$ cat config.mk
export PLATFORM = sky130hd
export DESIGN_NAME = window_agc_ctrl
export DESIGN_NICKNAME = d
export VERILOG_FILES = /design/src/rtl/window_agc_pkg.sv /design/src/rtl/window_agc_ctrl_frame_stats.sv /design/src/rtl/window_agc_ctrl.sv
export SDC_FILE = /design/constraint.sdc
export NUM_CORES = 1
export LEC_CHECK = 0
export ABC_AREA = 0
export BUFFER_PORTS_ARGS = -buffer_cell sky130_fd_sc_hd__buf_2
export CAP_MARGIN = 20
export CELL_PAD_IN_SITES_DETAIL_PLACEMENT = 1
export CELL_PAD_IN_SITES_GLOBAL_PLACEMENT = 1
export CORE_UTILIZATION = 33
export DETAILED_ROUTE_END_ITERATION = 12
export PLACE_DENSITY_LB_ADDON = 0.3
export SLEW_MARGIN = 10
export SYNTH_ARGS = -nofsm -noshare
export SYNTH_HDL_FRONTEND = slang
export SYNTH_SLANG_ARGS = --single-unit
$ cat constraint.sdc
create_clock -name clk -period 4.7 [get_ports clk]
set_input_delay 0.94 -clock clk [delete_from_list [all_inputs] [get_ports clk]]
set_output_delay 0.94 -clock clk [all_outputs]
set_load 0.005 [all_outputs]
$ cat src/rtl/window_agc_pkg.sv
// Shared types and constants for the window AGC controller.
// Provides the FSM state enum, bus widths and the under-use threshold helper.
package window_agc_pkg;

  localparam int SHIFT_W  = 4;
  localparam int SAMPLE_W = 20;
  localparam int WIN_W    = 8;

  typedef enum logic [1:0] {
    ST_IDLE,
    ST_ACCUM,
    ST_DECIDE,
    ST_SETTLE
  } agc_state_e;

  // 2^(shift+6): a frame peaking below this uses
  // less than the top two bits of the window.
  function automatic logic [SAMPLE_W-1:0] lo_limit(
    input logic [SHIFT_W-1:0] s
  );
    logic [SAMPLE_W-1:0] one;
    one = SAMPLE_W'(1);
    return one << ({1'b0, s} + 5'(WIN_W - 2));
  endfunction

endpackage

$ cat src/rtl/window_agc_ctrl_frame_stats.sv
// Per-frame statistics: sample count, overflow count and peak.
// Ports: clk/rst, clr/en controls, sample_in, shift, ovf_cnt, peak, frame_last.
module window_agc_ctrl_frame_stats
  import window_agc_pkg::*;
#(
  parameter int unsigned FRAME_LEN = 1024,
  parameter int unsigned CW        = $clog2(FRAME_LEN + 1)
) (
  input  logic                clk,
  input  logic                rst,
  input  logic                clr,
  input  logic                en,
  input  logic [SAMPLE_W-1:0] sample_in,
  input  logic [SHIFT_W-1:0]  shift,
  output logic [CW-1:0]       ovf_cnt,
  output logic [SAMPLE_W-1:0] peak,
  output logic                frame_last
);

  logic [CW-1:0]       smp_cnt_q, smp_cnt_d;
  logic [CW-1:0]       ovf_cnt_q, ovf_cnt_d;
  logic [SAMPLE_W-1:0] peak_q, peak_d;
  logic [4:0]          ovf_sh;
  logic                ovf_hit;

  // Any bit above the selected window means overflow.
  assign ovf_sh  = {1'b0, shift} + 5'(WIN_W);
  assign ovf_hit = (sample_in >> ovf_sh) != '0;

  always_comb begin
    smp_cnt_d = smp_cnt_q;
    ovf_cnt_d = ovf_cnt_q;
    peak_d    = peak_q;
    if (clr) begin
      smp_cnt_d = '0;
      ovf_cnt_d = '0;
      peak_d    = '0;
    end else if (en) begin
      smp_cnt_d = smp_cnt_q + CW'(1);
      if (sample_in > peak_q) begin
        peak_d = sample_in;
      end
      if (ovf_hit && (ovf_cnt_q != '1)) begin
        ovf_cnt_d = ovf_cnt_q + CW'(1);
      end
    end
  end

  always_ff @(posedge clk) begin
    if (!rst) begin
      smp_cnt_q <= '0;
      ovf_cnt_q <= '0;
      peak_q    <= '0;
    end else begin
      smp_cnt_q <= smp_cnt_d;
      ovf_cnt_q <= ovf_cnt_d;
      peak_q    <= peak_d;
    end
  end

  assign ovf_cnt    = ovf_cnt_q;
  assign peak       = peak_q;
  assign frame_last = en && !clr
                    && (smp_cnt_q == CW'(FRAME_LEN - 1));

endmodule

$ cat src/rtl/window_agc_ctrl.sv
// Automatic gain control for the 20-to-8 bit window selector shift index.
// Ports: clk/rst, dval/sample_in, auto_en, man_up/man_dn, shift_out, shift_upd, frame_done, ovf_flag.
module window_agc_ctrl
  import window_agc_pkg::*;
#(
  parameter int unsigned FRAME_LEN  = 1024,
  parameter int unsigned OVF_THR    = 4,
  parameter int unsigned SETTLE_LEN = 16,
  parameter int unsigned SHIFT_MAX  = 12,
  parameter int unsigned SHIFT_INIT = 5
) (
  input  logic                clk,
  input  logic                rst,
  input  logic                dval,
  input  logic [SAMPLE_W-1:0] sample_in,
  input  logic                auto_en,
  input  logic                man_up,
  input  logic                man_dn,
  output logic [SHIFT_W-1:0]  shift_out,
  output logic                shift_upd,
  output logic                frame_done,
  output logic                ovf_flag
);

  localparam int unsigned CW = $clog2(FRAME_LEN + 1);
  localparam int unsigned SW =
    (SETTLE_LEN < 1) ? 1 : $clog2(SETTLE_LEN + 1);

  agc_state_e          state_q, state_d;
  logic [SHIFT_W-1:0]  shift_q, shift_d;
  logic                shift_upd_q, shift_upd_d;
  logic                ovf_flag_q, ovf_flag_d;
  logic [SW-1:0]       settle_q, settle_d;

  logic                st_clr, st_en, frame_last;
  logic [CW-1:0]       ovf_cnt;
  logic [SAMPLE_W-1:0] peak;

  logic                at_max, at_min;
  logic                man_inc, man_dec;
  logic                over_thr, under_use;
  logic                settle_last;
  agc_state_e          after_step;

  // Statistics only run in ACCUM; leaving ACCUM
  // (or losing auto_en) wipes them for the next frame.
  assign st_clr = (state_q != ST_ACCUM) || !auto_en;
  assign st_en  = dval && (state_q == ST_ACCUM);

  window_agc_ctrl_frame_stats #(
    .FRAME_LEN (FRAME_LEN),
    .CW        (CW)
  ) u_stats (
    .clk        (clk),
    .rst        (rst),
    .clr        (st_clr),
    .en         (st_en),
    .sample_in  (sample_in),
    .shift      (shift_q),
    .ovf_cnt    (ovf_cnt),
    .peak       (peak),
    .frame_last (frame_last)
  );

  assign at_max    = shift_q == SHIFT_W'(SHIFT_MAX);
  assign at_min    = shift_q == '0;
  assign man_inc   = man_up && !man_dn && !at_max;
  assign man_dec   = man_dn && !man_up && !at_min;
  assign over_thr  = 32'(ovf_cnt) > OVF_THR;
  assign under_use = peak < lo_limit(shift_q);

  assign settle_last = dval
    && (settle_q == SW'(SETTLE_LEN - 1));
  assign after_step  = (SETTLE_LEN == 0)
    ? ST_ACCUM : ST_SETTLE;

  always_comb begin
    state_d     = state_q;
    shift_d     = shift_q;
    shift_upd_d = 1'b0;
    ovf_flag_d  = ovf_flag_q;
    settle_d    = '0;
    if ((state_q != ST_IDLE) && !auto_en) begin
      state_d = ST_IDLE;
    end else begin
      unique case (state_q)
        ST_IDLE: begin
          if (auto_en) begin
            state_d = ST_ACCUM;
          end else begin
            unique case (1'b1)
              man_inc: begin
                shift_d     = shift_q + SHIFT_W'(1);
                shift_upd_d = 1'b1;
              end
              man_dec: begin
                shift_d     = shift_q - SHIFT_W'(1);
                shift_upd_d = 1'b1;
              end
              default: ;
            endcase
          end
        end
        ST_ACCUM: begin
          if (frame_last) begin
            state_d = ST_DECIDE;
          end
        end
        ST_DECIDE: begin
          ovf_flag_d = ovf_cnt != '0;
          if (over_thr && !at_max) begin
            shift_d     = shift_q + SHIFT_W'(1);
            shift_upd_d = 1'b1;
            state_d     = after_step;
          end else if (under_use && !at_min) begin
            shift_d     = shift_q - SHIFT_W'(1);
            shift_upd_d = 1'b1;
            state_d     = after_step;
          end else begin
            state_d = ST_ACCUM;
          end
        end
        ST_SETTLE: begin
          if (settle_last) begin
            state_d = ST_ACCUM;
          end else if (dval) begin
            settle_d = settle_q + SW'(1);
          end else begin
            settle_d = settle_q;
          end
        end
        default: state_d = ST_IDLE;
      endcase
    end
  end

  always_ff @(posedge clk) begin
    if (!rst) begin
      state_q     <= ST_IDLE;
      shift_q     <= SHIFT_W'(SHIFT_INIT);
      shift_upd_q <= 1'b0;
      ovf_flag_q  <= 1'b0;
      settle_q    <= '0;
    end else begin
      state_q     <= state_d;
      shift_q     <= shift_d;
      shift_upd_q <= shift_upd_d;
      ovf_flag_q  <= ovf_flag_d;
      settle_q    <= settle_d;
    end
  end

  assign shift_out  = shift_q;
  assign shift_upd  = shift_upd_q;
  assign ovf_flag   = ovf_flag_q;
  // Suppressed if auto_en drops during the evaluation cycle.
  assign frame_done = (state_q == ST_DECIDE) && auto_en;

endmodule
==> results of run 1 <==
[kinds of logic (layout without fill, tap and decap cells)]
| group | Yosys count | count (layout) |
|---|---|---|
| AOI/OAI and AO/OA | 78 | 78 |
| xor gates and xnor gates | 19 | 19 |
| adders and majority gates | 56 | 56 |
| buffers and inverters | 47 | 77 |
| DFF | 55 | 55 |
| muxes | 27 | 27 |
| and+or+nand+nor | 177 | 177 |
[cell usage after synthesis (all sizes together) (4+ instances only)]
library cell,instances,share of area (%)
dfxtp,55,29
o21a,5,0.97
xor2,8,1.8
or3,5,0.81
o31ai,4,0.91
nor3,7,0.91
nand3,13,1.7
and3,10,1.7
buf,8,1.3
inv,34,3.3
or4,4,0.97
clkbuf,5,0.74
o21ai,18,2.3
nor2,53,5.2
xnor2,11,2.5
ha,56,18
mux2i,24,6.2
nand4,10,1.6
and2,6,1.0
nor2b,10,1.6
a211oi,5,1.1
nand2,45,4.4
a21oi,28,3.6
[critical path: cells and delay by family (launching register included)]
kind	cells	cell delay [ns]
compound gates	6	1.71
fa+ha+maj	2	0.62
buf+inv	1	0.22
flops	1	0.54
simple gates	5	0.98
[worst paths after layout]
kind,end,slack (ns),depth (start not counted)
setup / recovery,shift_out[3],0.52,14
hold / removal,u_stats.ovf_cnt[10],0.48,2
setup reg to reg,shift_out[3],0.52,14
hold reg to reg,u_stats.ovf_cnt[10],0.48,2
[final cells by class]
type / instances / area [µm²]
Clock buffer: 5 / 125
Inverter: 34 / 128
Multi-Input combinational cell: 357 / 2570
Sequential cell: 55 / 1100
Timing Repair Buffer: 35 / 183
Fill cell: 1391 / 7100
Clock inverter: 3 / 28.8
Tap cell: 143 / 179
[stage by stage]
| stage | setup slack, ns | cells |
|---|---|---|
| 2_1_floorplan | 1.19 | 459 |
| 3_3_place_gp | 0.818 | 624 |
| 3_5_place_dp | 0.582 | 624 |
| 4_1_cts | 0.521 | 632 |
| 5_1_grt | 0.239 | 632 |
| 6_report | 0.523 | 632 |
[metal layers]
| layer | global-route usage (%) | up-vias |
|---|---|---|
| li1 | - | 1665 |
| met1 | 20.9 | 1575 |
| met2 | 31.4 | 30 |
| met3 | 2.70 | 5 |
| met4 | 3.67 | 0 |
| met5 | 0 | - |
[registers in the layout (all words and copies together), names as in the netlist]
name               count
settle_q               5
state_q                2
u_stats.smp_cnt_q     11
u_stats.ovf_cnt       11
shift_upd              1
u_stats.peak          20
ovf_flag               1
shift_out              4
[power groups by stage]
stage	combinational, mW	clock (mW)	sequential [mW]
floorplan	0.126	0	0.488
global placement	0.174	0	0.493
detailed placement	0.180	0	0.493
CTS	0.182	0.414	0.482
global route	0.203	0.427	0.483
finish	0.180	0.395	0.482
==> impl_metrics.env, run 1 <==
export IMPL_r2r_start="shift_out[1]"
export IMPL_worstSetupPathType="reg -> reg"
export IMPL_syn2layout_area_growth_pct=11.7
export IMPL_gp_congestion=0.755
export IMPL_max_cap_violations=0
export IMPL_dp_hpwl_mm=7.64
export IMPL_yosys_cell_types_count=56
export IMPL_yosysSeqAreaShare_pct=28.5
export IMPL_synth_fa_ha_area_share_pct=18.1
export IMPL_critPathArrivalTime_ns=4.37
export IMPL_synthCells=459
export IMPL_cts_hold_buf=0
export IMPL_cts_made_buffers=5
export IMPL_detailed_place_area_um2=4160
export IMPL_grt_util_all_layers_pct=17.1
export IMPL_syn_avg_cell_area_um2=8.41
export IMPL_finalSetupViolations=0
export IMPL_num_antenna_cells=0
export IMPL_rsz0062_at_grt="no"
export IMPL_tns_ns=0
export IMPL_synth_top_family_by_area="simple AND/OR/NAND/NOR gates"
export IMPL_ir_drop_mv=0.131
export IMPL_start_util_pct=33.8
export IMPL_hold_class="reg -> reg"
export IMPL_wl_met3_um=235
export IMPL_synth_edf_count=0
export IMPL_cts_buffer_depth=2
export IMPL_worstPathCellList="inv_1, ha_1, nor4b_2, nor2_1, nor2_1, nand2_1, ha_1, and3_1, a221o_1, a221oi_2, o211ai_1, a221oi_2, a21oi_1, o21a_1"
export IMPL_drt_iter0_drc=133
export IMPL_worst_slew_pin_slew_ns=0.878
export IMPL_drive_above_1_share_pct=12.1
export IMPL_post_route_drc_count=0
export IMPL_synth_compound_area_share_pct=13.6
export IMPL_period_share_pct=88.9
export IMPL_final_util_pct=37.8
export IMPL_crit_path_max_incr_delay_ns=0.58
export IMPL_syn_num_nets=541
export IMPL_cts_setup_buffers=0
export IMPL_fp_coreArea_um2=11400
export IMPL_maxSlewViolCount=0
export IMPL_fin_skew_ns=0.00837
export IMPL_clkSinkCount=55
export IMPL_yosys_warnings=0
export IMPL_chipHeight_um=110
export IMPL_start_kind="flop"
export IMPL_p_total_mw=1.06
export IMPL_p_per_area_nw_per_um2=245
export IMPL_synth_xor_area_share_pct=4.31
export IMPL_cts_root_buffer="clkbuf_16"
export IMPL_layout_common_cells="ha_1 (56), dfxtp_1 (55), nor2_1 (53), nand2_1 (45), inv_1 (34)"
export IMPL_wl_met1_mm=4.61
export IMPL_max_freq_mhz=239
export IMPL_ios=33
export IMPL_ant_nets=0
export IMPL_run_status="completed"
export IMPL_grt_pass1_wl_mm=16.0
export IMPL_antenna_found_initial=0
export IMPL_htreeDepth=2
export IMPL_power_switching_mw=0.310
export IMPL_yosys_area_share_simple_pct=22.9
export IMPL_cts_resized=0
export IMPL_clk_transition_reported_paths_ns=0.08
export IMPL_die_area_um2=12100
export IMPL_port_buffers=32
export IMPL_wl_met2_mm=4.74
export IMPL_max_slew_margin_rel_pct=41.4
export IMPL_crit_start="shift_out[1]"
export IMPL_min_from="u_stats.ovf_cnt[10]"
export IMPL_hold_viol=0
export IMPL_synth_flop_cell="dfxtp_1"
export IMPL_critical_path_max_fanout=11
export IMPL_layout_nets=570
export IMPL_whs_ns=0.485
export IMPL_routed_via_density=5.18
export IMPL_die_x_um=110
export IMPL_muxShareOfSynthArea_pct=7.19
export IMPL_drtPass1Iterations=4
export IMPL_layout_commonest_cell="ha_1"
export IMPL_async_flop_share_pct=0
export IMPL_wl_per_cell_um=15.3
export IMPL_p_clk_share_pct=37.4
export IMPL_design_area_um2=4310
export IMPL_top_layer_used="met4"
export IMPL_p_int_mw=0.746
export IMPL_grt_max_degree=43
export IMPL_cts_tree="yes"
export IMPL_cp_end_kind="flop"
export IMPL_num_vias=3275
export IMPL_cp_required_ns=4.90
export IMPL_synth_area_um2=3860
export IMPL_ys_seq_elements=55
export IMPL_period_needed_ns=4.18
export IMPL_clkLatencyLatePin_ns=0.30
export IMPL_p_leak_nw=1.74
export IMPL_wirelength_mm=9.66
export IMPL_grt_pass1_vias=3373
export IMPL_num_rows=39
export IMPL_power_switching_share_pct=29.4
export IMPL_sequentialPowerShare_pct=45.6
export IMPL_overflow=0
export IMPL_crit_path_top_delay_cell="a221oi_2"
export IMPL_pwr_share_comb_pct=17.0
(Power assumes the default switching activity.)
==> run 2: changes to the inputs <==
- RECOVER_POWER: default -> 50
==> run 2 against run 1 <==
The run now ends with max-capacitance violations, max-slew violations left. Final cell count stayed put. Via count hardly changed. Fmax is 0.24% lower. Setup slack got worse by 0.0099 ns. Count of clock-buffer cells in the layout unchanged. Power down 0.20%. Register-to-register slack hardly changed. Flip-flop and latch count unchanged. Combinational power hardly changed. Sequential share of layout area up 0.18 points. Global-route usage unchanged. Design area is 0.70% lower. Critical path type unchanged. Critical endpoint unchanged. Highest routed layer unchanged.
==> impl_metrics.env, run 2 (synthesized netlist as in run 1, its figures left out) <==
export IMPL_critPathArrivalTime_ns=4.38
export IMPL_finalSetupViolations=0
export IMPL_wirelength_mm=9.68
export IMPL_clkLatencyLatePin_ns=0.30
export IMPL_dp_hpwl_mm=7.64
export IMPL_grt_pass1_wl_mm=16.0
export IMPL_wl_per_cell_um=15.3
export IMPL_dp_slack_ns=0.582
export IMPL_fin_skew_ns=0.00860
export IMPL_die_x_um=110
export IMPL_cts_hold_buf=0
export IMPL_die_area_um2=12100
export IMPL_largest_register_ffs=20
export IMPL_whs_path_depth=2
export IMPL_grt_util_all_layers_pct=17.1
export IMPL_r2r_cells=14
export IMPL_period_needed_ns=4.19
export IMPL_ant_nets=0
export IMPL_drtPass1Iterations=4
export IMPL_layout_common_cells="ha_1 (56), dfxtp_1 (55), nor2_1 (53), nand2_1 (45), inv_1 (34)"
export IMPL_run_status="finished, violations left"
export IMPL_layout_nets=570
export IMPL_fin_ws_ns=0.513
export IMPL_hold_viol=0
export IMPL_cp_end_kind="flop"
export IMPL_clkSinkCount=55
export IMPL_sequentialPowerShare_pct=45.7
export IMPL_worst_slew_pin_slew_ns=1.57
export IMPL_p_leak_nw=1.71
export IMPL_grt_pass1_vias=3373
export IMPL_cts_root_buffer="clkbuf_16"
export IMPL_tns_ns=0
export IMPL_syn2layout_area_growth_pct=10.9
export IMPL_max_freq_mhz=239
export IMPL_p_clk_share_pct=37.5
export IMPL_port_buffers=32
export IMPL_num_vias=3277
export IMPL_ios=33
export IMPL_cts_made_buffers=5
export IMPL_grt_max_degree=43
export IMPL_fp_coreArea_um2=11400
export IMPL_violations="max-capacitance violations, max-slew violations"
export IMPL_max_cap_violations=1
export IMPL_cp_required_ns=4.90
export IMPL_p_int_mw=0.744
export IMPL_power_switching_share_pct=29.4
export IMPL_num_antenna_cells=0
export IMPL_period_share_pct=89.1
export IMPL_start_kind="flop"
export IMPL_clk_transition_reported_paths_ns=0.08
export IMPL_drt_iter0_drc=137
export IMPL_p_per_area_nw_per_um2=246
export IMPL_overflow=0
export IMPL_chipHeight_um=110
export IMPL_antenna_found_initial=0
export IMPL_htreeDepth=2
export IMPL_cts_buffer_depth=2
export IMPL_num_rows=39
export IMPL_routed_via_density=5.19
export IMPL_drive_above_1_share_pct=9.82
export IMPL_layout_commonest_cell="ha_1"
export IMPL_critical_path_max_fanout=11
export IMPL_start_util_pct=33.8
export IMPL_pwr_share_comb_pct=16.8
export IMPL_worstSetupPathType="reg -> reg"
export IMPL_cts_tree="yes"
export IMPL_cts_resized=0
export IMPL_cts_setup_buffers=0
export IMPL_gp_congestion=0.755
export IMPL_rsz0062_at_grt="no"
export IMPL_maxSlewViolCount=12
export IMPL_max_slew_margin_rel_pct=-5.17
export IMPL_hold_class="reg -> reg"
export IMPL_ir_drop_mv=0.130
export IMPL_power_switching_mw=0.310
export IMPL_post_route_drc_count=0
[run 2: cell types whose count changed in the layout (fill, tap and decap cells not counted), sizes merged]
cell,before,now
clkbuf,5,14
buf,35,26
[run 2: critical path: stages (launching register included)]
cell	delay (ns)
dfxtp_1	0.55
inv_1	0.23
ha_1	0.31
nor4b_2	0.30
nor2_1	0.12
nor2_1	0.24
nand2_1	0.11
ha_1	0.31
and3_1	0.20
a221o_1	0.37
a221oi_2	0.23
o211ai_1	0.17
a221oi_2	0.58
a21oi_1	0.15
o21a_1	0.20
[run 2: layout make-up]
type                    count  area [µm²]
clock buffers               5         125
clock inverters             3        28.8
fillers                  1397        7130
inverters                  34         128
multi-input cells         357        2550
flip-flops and latches     55        1100
well taps                 143         179
repair buffers             35         171
[run 2: path summary, 6_finish.rpt]
check	slack, ns	endpoint	startpoint
worst max-delay path	0.51	shift_out[3]	shift_out[1]
worst min-delay path	0.48	u_stats.ovf_cnt[10]	u_stats.ovf_cnt[10]
worst max register to register	0.51	shift_out[3]	shift_out[1]
worst min register to register	0.48	u_stats.ovf_cnt[10]	u_stats.ovf_cnt[10]
[run 2: power by group through the flow]
stage	Sequential (mW)	Clock, mW	Combinational [mW]
floorplan	0.488	0	0.126
global route	0.484	0.427	0.201
finish	0.482	0.395	0.177
detailed placement	0.493	0	0.180
CTS	0.482	0.414	0.182
global placement	0.493	0	0.174
[run 2: per-stage QoR]
stage          cell area (µm²)  util, %  total power [mW]  hold WS (ns)  cells
2_1_floorplan             3860        -             0.614         0.445    459
3_3_place_gp              4160     36.4             0.666         0.460    624
3_5_place_dp              4160     36.4             0.673         0.474    624
4_1_cts                   4310     37.8              1.08         0.486    632
5_1_grt                   4280     37.5              1.11         0.516    632
6_report                  4280     37.5              1.05         0.485    632
[run 2: metal layers]
metal	up-vias	GRT usage, %	part of all wire [%]
met3	8	2.70	2.2
met4	0	3.67	0.93
met5	-	0	0
met2	26	31.4	49
met1	1580	20.9	48
li1	1663	-	-
